### src/rtl/mem_arbiter.sv
// Two-requester memory port arbiter: fetch and data requests share one bus,
// with one pending slot per requester, alternating priority and a zero-latency completion path.
module mem_arbiter #(
    parameter int DATA_W = 32,
    parameter int ADDR_W = 32
) (
    input  logic                clk,
    input  logic                rst,
    // fetch requester
    input  logic                imem_valid,
    input  logic                imem_instr,
    input  logic [ADDR_W-1:0]   imem_addr,
    input  logic [DATA_W-1:0]   imem_wdata,
    input  logic [DATA_W/8-1:0] imem_wstrb,
    output logic                imem_ready,
    output logic [DATA_W-1:0]   imem_rdata,
    output logic                imem_error,
    // data requester
    input  logic                dmem_valid,
    input  logic                dmem_instr,
    input  logic [ADDR_W-1:0]   dmem_addr,
    input  logic [DATA_W-1:0]   dmem_wdata,
    input  logic [DATA_W/8-1:0] dmem_wstrb,
    output logic                dmem_ready,
    output logic [DATA_W-1:0]   dmem_rdata,
    output logic                dmem_error,
    // memory bus
    output logic                bus_valid,
    output logic                bus_instr,
    output logic [ADDR_W-1:0]   bus_addr,
    output logic [DATA_W-1:0]   bus_wdata,
    output logic [DATA_W/8-1:0] bus_wstrb,
    input  logic                bus_ready,
    input  logic [DATA_W-1:0]   bus_rdata,
    input  logic                bus_error,
    // FSM state for observation
    output logic [1:0]          dbg_state
);

    // Handshake: *_valid and bus_valid are single-cycle request pulses with no
    // back-pressure; bus_ready is a single-cycle completion pulse that is
    // passed straight through to the owning requester as *_ready in the same cycle.

    localparam int STRB_W = DATA_W / 8;

    localparam logic [1:0] IDLE   = 2'd0;
    localparam logic [1:0] BUSY_I = 2'd1;
    localparam logic [1:0] BUSY_D = 2'd2;

    localparam logic GRANT_I = 1'b0;
    localparam logic GRANT_D = 1'b1;

    typedef struct packed {
        logic              instr;
        logic [ADDR_W-1:0] addr;
        logic [DATA_W-1:0] wdata;
        logic [STRB_W-1:0] wstrb;
    } req_t;

    logic [1:0] state_q, state_d;
    logic       pi_valid_q, pi_valid_d;
    logic       pd_valid_q, pd_valid_d;
    req_t       pi_q, pi_d;
    req_t       pd_q, pd_d;
    logic       last_grant_q, last_grant_d;
    logic       bus_valid_q, bus_valid_d;
    req_t       bus_req_q, bus_req_d;

    req_t imem_req;
    req_t dmem_req;
    logic i_done, d_done;
    logic i_accept, d_accept;
    logic issue_win;
    logic cand_i, cand_d;
    req_t cand_i_req, cand_d_req;
    logic grant_i, grant_d;

    assign imem_req = {imem_instr, imem_addr, imem_wdata, imem_wstrb};
    assign dmem_req = {dmem_instr, dmem_addr, dmem_wdata, dmem_wstrb};

    assign i_done = (state_q == BUSY_I) && bus_ready;
    assign d_done = (state_q == BUSY_D) && bus_ready;

    // A requester may re-request in the very cycle its own transaction completes.
    assign i_accept = imem_valid && !pi_valid_q && ((state_q != BUSY_I) || i_done);
    assign d_accept = dmem_valid && !pd_valid_q && ((state_q != BUSY_D) || d_done);

    // bus_ready in IDLE is stray, so IDLE alone opens the window there.
    assign issue_win = (state_q == IDLE) || i_done || d_done;

    assign cand_i     = pi_valid_q || i_accept;
    assign cand_d     = pd_valid_q || d_accept;
    assign cand_i_req = pi_valid_q ? pi_q : imem_req;
    assign cand_d_req = pd_valid_q ? pd_q : dmem_req;

    always_comb begin
        grant_i = 1'b0;
        grant_d = 1'b0;
        if (issue_win) begin
            if (cand_i && cand_d) begin
                grant_d = (last_grant_q == GRANT_I);
                grant_i = (last_grant_q == GRANT_D);
            end else begin
                grant_i = cand_i;
                grant_d = cand_d;
            end
        end
    end

    always_comb begin
        state_d      = state_q;
        pi_valid_d   = pi_valid_q || i_accept;
        pd_valid_d   = pd_valid_q || d_accept;
        pi_d         = i_accept ? imem_req : pi_q;
        pd_d         = d_accept ? dmem_req : pd_q;
        last_grant_d = last_grant_q;
        bus_valid_d  = 1'b0;
        bus_req_d    = bus_req_q;

        if (grant_i) begin
            bus_req_d    = cand_i_req;
            bus_valid_d  = 1'b1;
            pi_valid_d   = 1'b0;
            state_d      = BUSY_I;
            last_grant_d = GRANT_I;
        end else if (grant_d) begin
            bus_req_d    = cand_d_req;
            bus_valid_d  = 1'b1;
            pd_valid_d   = 1'b0;
            state_d      = BUSY_D;
            last_grant_d = GRANT_D;
        end else if (issue_win) begin
            state_d = IDLE;
        end
    end

    always_ff @(posedge clk) begin
        if (!rst) begin
            state_q      <= IDLE;
            pi_valid_q   <= 1'b0;
            pd_valid_q   <= 1'b0;
            pi_q         <= '0;
            pd_q         <= '0;
            last_grant_q <= GRANT_I;
            bus_valid_q  <= 1'b0;
            bus_req_q    <= '0;
        end else begin
            state_q      <= state_d;
            pi_valid_q   <= pi_valid_d;
            pd_valid_q   <= pd_valid_d;
            pi_q         <= pi_d;
            pd_q         <= pd_d;
            last_grant_q <= last_grant_d;
            bus_valid_q  <= bus_valid_d;
            bus_req_q    <= bus_req_d;
        end
    end

    assign bus_valid = bus_valid_q;
    assign bus_instr = bus_req_q.instr;
    assign bus_addr  = bus_req_q.addr;
    assign bus_wdata = bus_req_q.wdata;
    assign bus_wstrb = bus_req_q.wstrb;

    assign imem_ready = i_done;
    assign imem_rdata = i_done ? bus_rdata : '0;
    assign imem_error = i_done && bus_error;

    assign dmem_ready = d_done;
    assign dmem_rdata = d_done ? bus_rdata : '0;
    assign dmem_error = d_done && bus_error;

    assign dbg_state = state_q;

endmodule

### config.mk
export PLATFORM = sky130hd
export DESIGN_NAME = mem_arbiter
export DESIGN_NICKNAME = d
export VERILOG_FILES = /design/src/rtl/mem_arbiter.sv
export SDC_FILE = /design/constraint.sdc
export NUM_CORES = 1
export LEC_CHECK = 0
export CAP_MARGIN = 30
export CORE_ASPECT_RATIO = 0.8
export CORE_MARGIN = 3
export CORE_UTILIZATION = 50
export DETAILED_ROUTE_END_ITERATION = 7
export PLACE_DENSITY = 0.88
export SLEW_MARGIN = 20
export SYNTH_ARGS = -nofsm -noshare
export SYNTH_HDL_FRONTEND = slang
export SYNTH_SLANG_ARGS = --single-unit
### constraint.sdc
create_clock -name clk -period 3.56 [get_ports clk]
set_clock_uncertainty 0.2 [all_clocks]
set_input_delay 0.534 -clock clk [delete_from_list [all_inputs] [get_ports clk]]
set_output_delay 0.534 -clock clk [all_outputs]
set_load 0.005 [all_outputs]
==> results of run 1 <==
worst register-to-register path, delay by kind of cell (launching register included):
family / cells / cell delay, ps
AO/OA/AOI/OAI: 2 / 830
flip-flops: 1 / 510
buffers and inverters: 2 / 750
AND/OR/NAND/NOR: 1 / 160
through the flow:
step	hold WS, ps	setup WS (ps)	area, um2
floorplan	233	1300	10100
global placement	238	615	13300
detailed placement	246	571	13300
CTS	254	269	14000
global route	270	97.3	14000
finish	252	277	14000
placed cells by master, fill, tap and decap left out, types with 2 or more instances in the layout:
cell type and instances:
nor3b_1 2, a32o_1 64, or4_1 4, a31oi_1 4, dfxtp_4 2, clkinv_2 5
a211oi_4 3, buf_4 24, mux2_2 5, and2_1 66, o21ai_0 65, clkdlybuf4s50_1 315
inv_1 2, dfxtp_1 211, nand3_1 68, nor2_1 2, clkbuf_1 2, o211ai_1 4
clkinvlp_4 2, clkbuf_16 23, nand2_1 278, mux2i_1 133, clkbuf_8 4, diode_2 2
nor3_1 2, a21oi_1 141, nor2b_1 2, buf_12 3
area by class of cell:
type / count / share of cell area
inverter: 3 / 0.000983
sequential: 213 / 0.305
clock buffer: 29 / 0.0456
tap: 258 / 0.0230
clock inverter: 9 / 0.00563
antenna: 2 / 0.000357
timing repair buffer: 342 / 0.242
multi-input combinational: 865 / 0.377
worst max path at each step:
| stage | start | to | cells after the start |
|---|---|---|---|
| floorplan | bus_ready | imem_rdata[22] | 4 |
| CTS | dbg_state[0]$_SDFFE_PN0P_ | imem_rdata[6] | 5 |
| finish | dbg_state[0]$_SDFFE_PN0P_ | imem_rdata[6] | 5 |
| detailed placement | bus_ready | bus_addr[23]$_SDFFE_PN0P_ | 7 |
| global route | dbg_state[0]$_SDFFE_PN0P_ | imem_rdata[6] | 5 |
| global placement | bus_ready | imem_rdata[6] | 5 |
flip-flops by register name (all words and copies together), names as in the netlist:
| name | flops |
|---|---|
| pd_q | 69 |
| pi_q | 69 |
| bus_addr | 32 |
| bus_wdata | 32 |
| bus_wstrb | 4 |
| dbg_state | 2 |
| bus_instr | 1 |
| bus_valid | 1 |
| last_grant_q | 1 |
| pd_valid_q | 1 |
| pi_valid_q | 1 |
cells by family after synthesis:
group / after synthesis / synth area share
multiplexers: 138 / 0.137
flip-flops: 213 / 0.422
AO/OA/AOI/OAI: 292 / 0.185
AND/OR/NAND/NOR: 435 / 0.196
buffers and inverters: 118 / 0.0596
power by group through the flow:
stage	clock [mW]	sequential [mW]	combinational, mW
final	2.28	2.91	2.01
after global routing	2.40	2.94	2.17
after CTS	2.30	2.90	2.02
after detailed placement	0	2.95	2.00
after global placement	0	2.93	1.95
after floorplan	0	2.87	1.14
layer usage:
| metal | part of all wire | wire length [um] |
|---|---|---|
| met1 | 0.39 | 13000 |
| met2 | 0.49 | 16200 |
| met3 | 0.080 | 2660 |
| met4 | 0.038 | 1250 |
| met5 | 0 | 0 |
cells in the mapped netlist (2+ instances only):
cell / number / share of area
a32o_1: 64 / 0.063
buf_2: 34 / 0.017
nand2_1: 278 / 0.10
nor3_1: 2 / 0.00099
nor2b_1: 2 / 0.0012
a21oi_1: 141 / 0.070
clkbuf_1: 61 / 0.023
nor2_1: 2 / 0.00074
nor3b_1: 3 / 0.0022
buf_4: 3 / 0.0022
o211ai_1: 4 / 0.0030
a211oi_4: 2 / 0.0040
inv_1: 3 / 0.0011
o21ai_0: 65 / 0.032
and2_1: 66 / 0.041
dfxtp_1: 213 / 0.42
a31oi_1: 4 / 0.0025
mux2i_1: 133 / 0.13
mux2_2: 5 / 0.0056
buf_1: 3 / 0.0011
buf_6: 14 / 0.016
nand3_1: 68 / 0.034
or4_1: 4 / 0.0030
==> run_results.csv, run 1 <==
group,metric,value,unit
clock_tree,root_buffer,"clkbuf_16",
status,outcome,"finished clean",
synthesis,ys_ff_latch,213,
synthesis,syn_area,0.0101,mm2
power,pwr-share-comb,0.280,
setup_path,cp_top_family,"buffers and inverters",
final_layout,multiInputGateArea,0.00528,mm2
min_path,hp-class,"reg2reg",
min_path,hold_start,"pi_q[38]$_SDFFE_PN0P_",
synthesis,avgSynthCellArea,8.45,um2
synthesis,synth_cell_type_count,45,
clock_tree,cts_htree_levels,1,
floorplanning,die_w,165,um
final_layout,final_cells,1721,
routing,drc,0,
clock_tree,cts_tree,"done",
synthesis,yosys_warnings,0,
power,switching_share,0.303,
min_path,whs_path_depth,2,
setup_path,crit_buf_inv,3,
grt,grt_pass1_vias,9745,
sta,clock.fmax,0.305,GHz
setup_path,rrSetupSlack,1030,ps
placement,io_buffers,315,
setup_path,start_kind,"flop",
floorplanning,initial_core_util,0.520,
synthesis,netlist_instances,1196,
min_path,holdPathEnd,"pi_q[38]$_SDFFE_PN0P_",
grt,gr-total-overflow,0,
floorplanning,coreArea,0.0194,mm2
placement,dp.cells,1681,
floorplanning,fp-row-count,45,
grt,use_met3,0.0563,
clock_tree,cts_buffers,22,
sta,rsz0062_at_grt,"no",
power,p_per_area,514,mW/mm2
setup_path,cp-end-kind,"primary output",
setup_path,path_max_fanout,34,
clock_tree,postCtsSetupBuffers,0,
flow_run,drv_cap,0,
setup_path,critical_path_class,"reg2out",
routing,viasPerCell,5.78,
routing,drt-initial-drc-count,776,
final_layout,num-fill-cells,1475,
setup_path,worstPathCellList,"inv_1 -> nor3b_2 -> buf_4 -> and2_1 -> clkdlybuf4s50_1",
final_layout,areaGrowthSynthToFinish,38.6,%
clock_tree,cts_max_path_buffers,3,
sta,setup_viol,0,
sta,timing.final.crit_share,0.922,
setup_path,reg2reg_depth,5,
clock_tree,clkLatencyLatePin,500,ps
routing,postRouteAntennaNets,0,
setup_path,regToRegEndpoint,"pi_q[16]$_SDFFE_PN0P_",
grt,grt_first_pass_wirelength,51100,um
setup_path,crit_path_max_incr_delay,580,ps
sta,tightest_slew,819,ps
power,p_int,5.02,mW
synthesis,syn_nets,1372,
routing,wire_per_inst,19.2,um
sta,maxSlewViolCount,0,
power,pwr-share-clk,0.316,
grt,antenna_found_initial,2,
grt,use_met1,0.352,
setup_path,arrival,2550,ps
power,pwr-share-seq,0.404,
routing,vias,9948,
power,ir_worst_vdd,0.277,mV
final_layout,final_core_util,0.721,
floorplanning,boundaryPins,316,
grt,grt_busiest_layer,"met2",
setup_path,slowest_stage,"clkdlybuf4s50_1",
power,power.total,7.20,mW
sta,fin_tns_setup,0,ps
sta,finalCriticalPeriod,3280,ps
clock_tree,clkTransAtPathRegs,60,ps
synthesis,ys_async_sr_fraction,0,
final_layout,drive_above_1_share,0.0589,
setup_path,reg2reg_from,"pi_valid_q$_SDFF_PP0_",
power,p_leak,5.02,nW
floorplanning,fp.dieArea,0.0220,mm2
clock_tree,clock_sinks,213,
synthesis,synth-edff-count,0,
clock_tree,ctsResizeCount,0,
routing,drt_wl_total,33100,um
routing,firstDrtPassIters,7,
power,p_sw,2.18,mW
grt,grt_max_degree,76,
floorplanning,die_h,133,um
grt,grt_util_met2,0.493,
grt,grt_usage,0.286,
placement,gp_congestion,0.839,
placement,place_hpwl,22800,um
setup_path,critPathRequiredTime,2830,ps
final_layout,seq_area,0.00427,mm2
clock_tree,holdBufCountCts,0,
final_layout,nNetsFinal,1623,
synthesis,ys.flop_type,"dfxtp_1",
sta,max_slew_margin,0.454,
sta,hold_viol_final,0,
synthesis,seq_area_frac_synth,0.422,
(Power assumes the default switching activity.)
==> run 2, diff against run 1 <==
Settings changed: CAP_MARGIN 30 to 20, CORE_ASPECT_RATIO 0.8 to not set.
==> run_results.csv, run 2 (synthesis results as in run 1) <==
group,metric,value,unit
grt,gr-total-overflow,0,
setup_path,crit_buf_inv,3,
floorplanning,fp.dieArea,0.0220,mm2
power,p_leak,5.03,nW
setup_path,crit_path_max_incr_delay,560,ps
min_path,hp-class,"reg2reg",
grt,grt_max_degree,112,
clock_tree,cts_tree,"done",
setup_path,path_max_fanout,34,
floorplanning,fp-row-count,51,
floorplanning,die_w,148,um
setup_path,slowest_stage,"dfxtp_1",
power,p_per_area,515,mW/mm2
placement,dpl_cell_area,0.0133,mm2
placement,io_buffers,315,
sta,setup_viol,0,
power,pwr-share-seq,0.399,
routing,wire_per_inst,19.1,um
floorplanning,initial_core_util,0.514,
power,ir_worst_vdd,0.349,mV
final_layout,layout_commonest_cell,"clkdlybuf4s50_1",
routing,postRouteAntennaNets,0,
grt,grt_first_pass_wirelength,51200,um
power,p_int,5.05,mW
final_layout,reg.largest.list,"pd_q x69, pi_q x69",
power,pwr-share-comb,0.282,
setup_path,start_kind,"flop",
setup_path,worstPathCellList,"inv_1 -> nor3b_2 -> buf_4 -> and2_1 -> clkdlybuf4s50_1",
clock_tree,root_buffer,"clkbuf_16",
clock_tree,clkTransAtPathRegs,60,ps
floorplanning,boundaryPins,316,
floorplanning,coreArea,0.0197,mm2
grt,grt_usage,0.284,
clock_tree,ctsResizeCount,0,
grt,antenna_found_initial,5,
routing,drt_wl_total,33000,um
clock_tree,cts_htree_levels,1,
routing,viasPerCell,5.74,
setup_path,critPathRequiredTime,2830,ps
final_layout,fin_area,0.0141,mm2
final_layout,layout_common_cells,"315 x clkdlybuf4s50_1, 278 x nand2_1, 211 x dfxtp_1, 141 x a21oi_1, 133 x mux2i_1",
sta,tightest_slew,1080,ps
clock_tree,clkLatencyLatePin,510,ps
setup_path,cp-end-kind,"primary output",
sta,maxSlewViolCount,0,
placement,place_hpwl,21500,um
flow_run,drv_cap,0,
clock_tree,postCtsSetupBuffers,0,
final_layout,nNetsFinal,1622,
grt,grt_pass1_vias,9730,
routing,drc,0,
clock_tree,clock_sinks,213,
power,pwr-share-clk,0.319,
status,outcome,"finished clean",
sta,max_slew_margin,0.281,
sta,fin_tns_setup,0,ps
sta,hold_viol_final,0,
final_layout,final_core_util,0.715,
sta,rsz0062_at_grt,"no",
sta,finalCriticalPeriod,3300,ps
sta,timing.final.crit_share,0.927,
setup_path,cp_top_family,"buffers and inverters",
routing,drt-initial-drc-count,836,
clock_tree,cts_buffers,23,
sta,finalWorstSetupSlack,261,ps
setup_path,critical_path_class,"reg2out",
floorplanning,die_h,148,um
clock_tree,cts_max_path_buffers,3,
routing,vias,9941,
final_layout,drive_above_1_share,0.0554,
power,p_sw,2.19,mW
power,switching_share,0.303,
sta,clock.fmax,0.303,GHz
final_layout,areaGrowthSynthToFinish,39.1,%
clock_tree,holdBufCountCts,0,
placement,gp_congestion,0.822,
placement,place_ws,464,ps
routing,firstDrtPassIters,6,
setup_path,arrival,2560,ps
-- run 2: power groups by stage --
stage                     clock network, mW  registers [mW]  logic [mW]
final                                  2.31            2.89        2.05
after global routing                   2.43            2.92        2.21
after CTS                              2.33            2.88        2.04
after detailed placement                  0            2.93        2.03
after global placement                    0            2.92        1.99
after floorplan                           0            2.87        1.14
-- run 2: metal layers --
metal	up-vias	routed length, um	global-route usage
met3	76	2700	0.0527
met1	4682	12700	0.344
met5	-	0	0
met2	489	16300	0.496
li1	4694	-	-
met4	0	1320	0.122
-- run 2: stage by stage --
| stage | total power, mW | hold slack, ps | std cells |
|---|---|---|---|
| finish | 7.24 | 253 | 1731 |
| CTS | 7.26 | 254 | 1726 |
| detailed placement | 4.96 | 246 | 1686 |
| global route | 7.55 | 271 | 1731 |
| global placement | 4.90 | 238 | 1686 |
| floorplan | 4.01 | 233 | 1196 |
-- run 2: tightest hold or removal path, cell delays in order (launching register included) --
cell,delay (ps)
dfxtp_1,310
nand2_1,50
a21oi_1,50
-- run 2: cell type report --
class | instances | area (um2)
antenna | 5 | 12.5
clock buffer | 34 | 657
clock inverter | 6 | 62.6
fill | 1519 | 5590
inverter | 3 | 13.8
multi-input combinational | 865 | 5280
sequential | 213 | 4270
tap | 265 | 332
timing repair buffer | 340 | 3430
-- run 2: worst paths after layout --
path	startpoint	end	slack, ps	depth (start not counted)
worst max register to register	pd_valid_q$_SDFF_PN0_	bus_wstrb[2]$_SDFFE_PN0P_	990	4
worst min-delay path	pd_q[66]$_SDFFE_PN0P_	pd_q[66]$_SDFFE_PN0P_	250	2
worst min register to register	pd_q[66]$_SDFFE_PN0P_	pd_q[66]$_SDFFE_PN0P_	250	2
worst max-delay path	dbg_state[0]$_SDFFE_PN0P_	imem_rdata[7]	260	5
==> run 3, diff against run 2 <==
Settings changed: CORE_MARGIN 3 to not set.
==> run_results.csv, run 3 (synthesis results as in run 1) <==
group,metric,value,unit
floorplanning,fp.dieArea,0.0208,mm2
routing,postRouteAntennaNets,0,
placement,gp_congestion,0.829,
clock_tree,holdBufCountCts,0,
placement,io_buffers,315,
routing,wire_per_inst,18.9,um
floorplanning,initial_core_util,0.514,
final_layout,fin_area,0.0141,mm2
sta,finalCriticalPeriod,3270,ps
clock_tree,clkTransAtPathRegs,60,ps
final_layout,areaGrowthSynthToFinish,39.6,%
clock_tree,postCtsSetupBuffers,0,
status,outcome,"finished clean",
routing,firstDrtPassIters,5,
sta,finalWorstSetupSlack,292,ps
clock_tree,cts_buffers,22,
placement,place_hpwl,21400,um
placement,dpl_cell_area,0.0133,mm2
grt,antenna_found_initial,1,
floorplanning,coreArea,0.0197,mm2
power,p_leak,5.06,nW
floorplanning,die_h,144,um
clock_tree,clkLatencyLatePin,500,ps
final_layout,drive_above_1_share,0.0581,
sta,rsz0062_at_grt,"no",
final_layout,num-fill-cells,1515,
grt,grt_max_degree,104,
sta,maxSlewViolCount,0,
power,ir_worst_vdd,0.308,mV
grt,grt_pass1_vias,10071,
floorplanning,boundaryPins,316,
final_layout,seq_area,0.00427,mm2
min_path,hp-class,"reg2reg",
setup_path,arrival,2530,ps
final_layout,layout_commonest_cell,"clkdlybuf4s50_1",
placement,place_ws,417,ps
final_layout,multiInputGateArea,0.00528,mm2
grt,grt_first_pass_wirelength,49700,um
final_layout,layout_common_cells,"315 x clkdlybuf4s50_1, 278 x nand2_1, 211 x dfxtp_1, 141 x a21oi_1, 133 x mux2i_1",
final_layout,reg.largest.list,"pd_q x69, pi_q x69",
sta,fin_tns_setup,0,ps
clock_tree,cts_max_path_buffers,3,
routing,viasPerCell,5.83,
routing,vias,10083,
final_layout,final_cells,1730,
clock_tree,clock_sinks,213,
routing,drc,0,
final_layout,nNetsFinal,1623,
floorplanning,die_w,144,um
placement,dp.cells,1688,
sta,clock.fmax,0.306,GHz
power,power.total,7.35,mW
routing,drt_wl_total,32600,um
floorplanning,fp-row-count,51,
setup_path,critical_path_class,"reg2out",
setup_path,critPathRequiredTime,2830,ps
clock_tree,cts_tree,"done",
sta,tightest_slew,923,ps
setup_path,start_kind,"flop",
flow_run,drv_cap,0,
power,p_per_area,521,mW/mm2
routing,drt-initial-drc-count,673,
sta,max_slew_margin,0.382,
clock_tree,cts_htree_levels,1,
sta,timing.final.crit_share,0.918,
grt,gr-total-overflow,0,
setup_path,path_max_fanout,34,
sta,setup_viol,0,
setup_path,cp-end-kind,"primary output",
clock_tree,ctsResizeCount,0,
sta,hold_viol_final,0,
final_layout,final_core_util,0.718,
clock_tree,root_buffer,"clkbuf_16",
sta,whs,252,ps
grt,grt_usage,0.304,
[run 3: critical path, stage by stage, from the launching register on]
cell and delay (ps):
dfxtp_1 540, inv_1 230, nor3b_2 220, buf_4 300, and2_1 230, clkdlybuf4s50_1 530
[run 3: cell type report]
type | instances | area share
diodes | 3 | 0.000532
clock buffers | 32 | 0.0475
clock inverters | 7 | 0.00638
inverters | 3 | 0.000975
multi-input cells | 865 | 0.374
flip-flops and latches | 213 | 0.303
well taps | 265 | 0.0235
repair buffers | 342 | 0.244
[run 3: final timing paths]
kind	start	end	slack [ps]	cells past startpoint
worst max-delay path	dbg_state[0]$_SDFFE_PN0P_	imem_rdata[31]	290	5
worst max register to register	pd_valid_q$_SDFF_PN0_	bus_wdata[13]$_SDFFE_PN0P_	770	5
worst min-delay path	pd_q[68]$_SDFFE_PN0P_	pd_q[68]$_SDFFE_PN0P_	250	2
worst min register to register	pd_q[68]$_SDFFE_PN0P_	pd_q[68]$_SDFFE_PN0P_	250	2
[run 3: power breakdown]
part           internal [mW]  switching [mW]
logic                   1.02            1.04
registers               2.68           0.207
clock network           1.45           0.946
[run 3: layer usage]
layer / vias up / routed length (um) / GRT usage / part of all wire
met5: - / 0 / 0 / 0
met4: 0 / 1200 / 0.145 / 0.037
met3: 100 / 2630 / 0.0487 / 0.080
met2: 535 / 16600 / 0.548 / 0.51
met1: 4750 / 12300 / 0.350 / 0.38
li1: 4698 / - / - / -
